[src/rtl/nd_2to1_rr_pkg.sv]
// Shared widths, arbiter state encoding and toggle helper for the 2-to-1 round-robin node.
package nd_2to1_rr_pkg;

  localparam int NS_ADDRESS_SIZE = 8;
  localparam int NS_DATA_SIZE    = 8;
  localparam logic NS_ON  = 1'b1;
  localparam logic NS_OFF = 1'b0;

  typedef enum logic {
    NS_ARB_IDLE = 1'b0,
    NS_ARB_WAIT = 1'b1
  } arb_state_t;

  function automatic logic ns_bit_toggle(input logic b);
    return ~b;
  endfunction

endpackage

[src/rtl/nd_2to1_rr_sync2.sv]
// Two-flop synchroniser for a single toggle line crossing in from a divided clock domain.
module nd_2to1_rr_sync2 (
  input  logic i_clk,
  input  logic reset,
  input  logic d,
  output logic q
);

  logic meta;

  always_ff @(posedge i_clk or posedge reset) begin
    if (reset) begin
      meta <= 1'b0;
      q    <= 1'b0;
    end else begin
      meta <= d;
      q    <= meta;
    end
  end

endmodule

[src/rtl/nd_2to1_rr.sv]
// Round-robin merge of two toggle-handshake channels onto one outgoing channel.
module nd_2to1_rr
  import nd_2to1_rr_pkg::*;
#(
  parameter int ASZ  = NS_ADDRESS_SIZE,
  parameter int DSZ  = NS_DATA_SIZE,
  parameter int SYNC = 1
) (
  input  logic           i_clk,
  input  logic           reset,
  output logic           ready,
  input  logic [ASZ-1:0] rcv0_addr,
  input  logic [DSZ-1:0] rcv0_dat,
  input  logic           rcv0_req,
  output logic           rcv0_ack,
  input  logic [ASZ-1:0] rcv1_addr,
  input  logic [DSZ-1:0] rcv1_dat,
  input  logic           rcv1_req,
  output logic           rcv1_ack,
  output logic [ASZ-1:0] snd0_addr,
  output logic [DSZ-1:0] snd0_dat,
  output logic           snd0_req,
  input  logic           snd0_ack,
  output logic           last_grant
);

  logic sreq0, sreq1, sack;

  generate
    if (SYNC != 0) begin : g_sync
      nd_2to1_rr_sync2 u_sync_req0 (.i_clk(i_clk), .reset(reset), .d(rcv0_req), .q(sreq0));
      nd_2to1_rr_sync2 u_sync_req1 (.i_clk(i_clk), .reset(reset), .d(rcv1_req), .q(sreq1));
      nd_2to1_rr_sync2 u_sync_ack  (.i_clk(i_clk), .reset(reset), .d(snd0_ack), .q(sack));
    end else begin : g_raw
      assign sreq0 = rcv0_req;
      assign sreq1 = rcv1_req;
      assign sack  = snd0_ack;
    end
  endgenerate

  arb_state_t     state, state_nxt;
  logic           pend0, pend1, grant;
  logic [ASZ-1:0] addr_nxt;
  logic [DSZ-1:0] dat_nxt;
  logic           req_nxt, ack0_nxt, ack1_nxt, last_nxt;

  assign pend0 = (sreq0 != rcv0_ack);
  assign pend1 = (sreq1 != rcv1_ack);

  // On a tie the input not served last wins, so two busy producers alternate.
  always_comb begin
    state_nxt = state;
    addr_nxt  = snd0_addr;
    dat_nxt   = snd0_dat;
    req_nxt   = snd0_req;
    ack0_nxt  = rcv0_ack;
    ack1_nxt  = rcv1_ack;
    last_nxt  = last_grant;
    grant     = 1'b0;
    case (state)
      NS_ARB_IDLE: begin
        if (pend0 || pend1) begin
          grant = (pend0 && pend1) ? ~last_grant : pend1;
          if (grant) begin
            addr_nxt = rcv1_addr;
            dat_nxt  = rcv1_dat;
            ack1_nxt = sreq1;
          end else begin
            addr_nxt = rcv0_addr;
            dat_nxt  = rcv0_dat;
            ack0_nxt = sreq0;
          end
          req_nxt   = ns_bit_toggle(snd0_req);
          last_nxt  = grant;
          state_nxt = NS_ARB_WAIT;
        end
      end
      NS_ARB_WAIT: begin
        if (sack == snd0_req) state_nxt = NS_ARB_IDLE;
      end
      default: state_nxt = NS_ARB_IDLE;
    endcase
  end

  always_ff @(posedge i_clk or posedge reset) begin
    if (reset) begin
      state      <= NS_ARB_IDLE;
      ready      <= NS_OFF;
      snd0_addr  <= '0;
      snd0_dat   <= '0;
      snd0_req   <= 1'b0;
      rcv0_ack   <= 1'b0;
      rcv1_ack   <= 1'b0;
      last_grant <= 1'b1;
    end else begin
      state      <= state_nxt;
      ready      <= NS_ON;
      snd0_addr  <= addr_nxt;
      snd0_dat   <= dat_nxt;
      snd0_req   <= req_nxt;
      rcv0_ack   <= ack0_nxt;
      rcv1_ack   <= ack1_nxt;
      last_grant <= last_nxt;
    end
  end

endmodule

[config.mk]
export PLATFORM = sky130hd
export DESIGN_NAME = nd_2to1_rr
export DESIGN_NICKNAME = d
export VERILOG_FILES = /design/src/rtl/nd_2to1_rr_pkg.sv /design/src/rtl/nd_2to1_rr_sync2.sv /design/src/rtl/nd_2to1_rr.sv
export SDC_FILE = /design/constraint.sdc
export NUM_CORES = 1
export LEC_CHECK = 0
export ABC_AREA = 0
export CORE_MARGIN = 8
export CORE_UTILIZATION = 36
export DETAILED_ROUTE_END_ITERATION = 16
export GPL_TIMING_DRIVEN = 1
export HOLD_SLACK_MARGIN = 0.03
export PLACE_DENSITY = 0.75
export SLEW_MARGIN = 20
export SYNTH_ARGS = -nofsm -noshare
export SYNTH_HDL_FRONTEND = slang
export SYNTH_SLANG_ARGS = --single-unit
export TNS_END_PERCENT = 10
[constraint.sdc]
create_clock -name i_clk -period 1.6 [get_ports i_clk]
set_clock_uncertainty 0.1 [all_clocks]
set_input_delay 0.32 -clock i_clk [delete_from_list [all_inputs] [get_ports i_clk]]
set_output_delay 0.32 -clock i_clk [all_outputs]
set_load 0.1 [all_outputs]
==> flow_summary.json <==
{
  "antenna_found_initial": 0,
  "outcome": "complete, but fails checks",
  "synth_top_family_by_area": "compound AO/OA/AOI/OAI gates",
  "wl_per_cell_microns": 19.2,
  "r2r-start": "rcv0_ack$_DFFE_PP0P_",
  "fillerInstances": 236,
  "cp_max_fo": 10,
  "grt-ovfl-total": 0,
  "root_buffer": "clkbuf_4",
  "layout_common_cells": "36 x clkdlybuf4s50_1, 25 x buf_12, 24 x dfrtp_1, 19 x inv_1, 16 x a221o_1",
  "startpoint_type": "register",
  "setup_tns_ns": -0.740,
  "io_pins": 58,
  "numCtsBuffers": 3,
  "synth_mux_area_frac": 0.0180,
  "synth-adder-area-share": 0,
  "cts_sinks": 28,
  "timing.rr.end": "snd0_dat[0]$_DFFE_PP0P_",
  "insertion_delay_ns": 0.34,
  "nNetsFinal": 208,
  "r2r_slack_ns": -0.07,
  "ys_seq_elements": 28,
  "preCtsSetupSlack_ns": -0.138,
  "ctsHoldBuffers": 0,
  "fp.coreArea_sq_um": 3340,
  "synth_area_sq_um": 1250,
  "maxSlewViolCount": 0,
  "gp_congestion": 0.697,
  "ant_nets": 0,
  "netlist.area_leader.share": 0.539,
  "die_w_microns": 75.0,
  "layout_commonest_cell": "clkdlybuf4s50_1",
  "finalSetupViolCount": 21,
  "finalCriticalPeriod_ns": 1.67,
  "track_usage": 0.141,
  "remaining_drc_errors": 0,
  "wirelength_mm": 4.14,
  "avgViaCountPerCell": 5.35,
  "yosys.area.top_type": "dfrtp_1",
  "ys_types": 18,
  "fin_ws_ns": -0.0723,
  "hpwl_mm": 2.87,
  "critPathArrivalTime_ns": 1.87,
  "synth-compound-area-share": 0.273,
  "rsz0062_at_grt": "true",
  "drt_iter0_drc": 84,
  "end_kind": "register",
  "synth_area_leaders": "dfrtp_1 54%, a221o_1 13%, a2111oi_0 11%",
  "final.period_utilization": 1.05,
  "hold_viol": 0,
  "rows": 21,
  "drv_cap": 0,
  "fin_hold_ws_ns": 0.197,
  "path_class": "register to register",
  "cts_buffer_depth": 2,
  "path_clk_slew_ns": 0.15,
  "vias": 1155,
  "first_pass_iters": 4,
  "cts_max_level": 1,
  "grt_pass1_vias": 1237,
  "grt_pass1_wl_mm": 6.11,
  "start_util": 0.375,
  "syn_inst": 101,
  "required_ns": 1.80,
  "synth_nets": 138,
  "yosys.area_share.simple": 0,
  "tritoncts": "done",
  "synth_xor_area_frac": 0.0410,
  "antenna_cells": 0,
  "yosysSeqAreaShare": 0.560,
  "hp-class": "primary input to asynchronous set/reset pin",
  "r2r_cells": 4,
  "die_area_sq_um": 5620,
  "syn_avg_cell_area_sq_um": 12.4,
  "die_h_microns": 75.0,
  "grt_max_degree": 29,
  "violations": "negative setup slack",
  "area_growth_pct": 95.9,
  "ys_warn_count": 0,
  "final_layout_size_suffix_gt1_frac": 0.394,
  "fmax_ghz": 0.598,
  "io_buffers": 57
}
worst max-delay path: stages, from the launching register on:
cell       delay, ns
dfrtp_4         0.54
xor2_4          0.23
buf_12          0.18
a2111oi_1       0.41
a221o_1         0.16
routing by layer:
| layer | share of wire | vias to the layer above | track usage |
|---|---|---|---|
| li1 | - | 514 | - |
| met2 | 0.46 | 62 | 0.225 |
| met5 | 0 | - | 0 |
| met1 | 0.40 | 568 | 0.169 |
| met3 | 0.12 | 11 | 0.0559 |
| met4 | 0.027 | 0 | 0.0413 |
synthesized netlist by cell type:
cell	number
mux2_2	2
dfrtp_1	27
buf_4	1
o21ai_4	1
a221o_1	16
o21ai_0	1
buf_6	3
a21oi_1	2
a2111oi_0	16
buf_1	1
clkbuf_1	4
xor2_1	1
conb_1	1
dfstp_2	1
xor2_2	1
o211a_1	1
xnor2_1	3
inv_1	19
flip-flops by register name (all words and copies together) (netlist names):
name	flops
last_grant	1
snd0_req	1
g_sync.u_sync_req0.meta	1
snd0_addr	8
ready	1
g_sync.u_sync_req0.q	1
g_sync.u_sync_ack.meta	1
state	1
g_sync.u_sync_req1.meta	1
snd0_dat	8
g_sync.u_sync_req1.q	1
g_sync.u_sync_ack.q	1
rcv1_ack	1
rcv0_ack	1
worst max-delay path by stage:
stage / start / to / slack, ns / depth (start not counted)
2_1_floorplan: last_grant$_DFFE_PP1P_ / rcv0_ack$_DFFE_PP0P_ / -0.20 / 4
3_3_place_gp: rcv0_ack$_DFFE_PP0P_ / snd0_addr[0]$_DFFE_PP0P_ / -0.02 / 3
3_5_place_dp: rcv0_ack$_DFFE_PP0P_ / snd0_dat[5]$_DFFE_PP0P_ / -0.14 / 4
4_1_cts: rcv1_ack$_DFFE_PP0P_ / snd0_addr[0]$_DFFE_PP0P_ / -0.05 / 4
5_1_grt: rcv0_ack$_DFFE_PP0P_ / snd0_dat[0]$_DFFE_PP0P_ / -0.14 / 4
6_report: rcv0_ack$_DFFE_PP0P_ / snd0_dat[0]$_DFFE_PP0P_ / -0.07 / 4
metrics by stage:
| step | cells | utilization | cell area [sq um] |
|---|---|---|---|
| 2_1_floorplan | 101 | - | 1310 |
| 3_3_place_gp | 205 | 0.651 | 2170 |
| 3_5_place_dp | 205 | 0.651 | 2170 |
| 4_1_cts | 212 | 0.688 | 2300 |
| 5_1_grt | 216 | 0.735 | 2450 |
| 6_report | 216 | 0.735 | 2450 |
cell families after synthesis:
| kind of cell | count (synthesis) |
|---|---|
| AOI/OAI and AO/OA | 37 |
| DFF | 28 |
| xor gates and xnor gates | 5 |
| buffers and inverters | 28 |
| muxes | 2 |
| other | 1 |
what timing repair did:
item | in CTS | in global routing
pin swaps | 2 | 9
setup endpoints to repair | 21 | 23
resized for setup | 11 | 28
gates cloned | 1 | 1
buffers inserted | 2 | 3
cell type report:
type	instances	area, sq um	area share
well taps	46	57.6	0.0235
multi-input cells	46	596	0.243
flip-flops and latches	28	714	0.291
clock inverters	1	30.0	0.0122
repair buffers	73	962	0.392
clock buffers	3	22.5	0.00918
inverters	19	71.3	0.0291
Power is not shown: default switching activity piles up to over one toggle a cycle in this logic, so the estimate is an artifact.
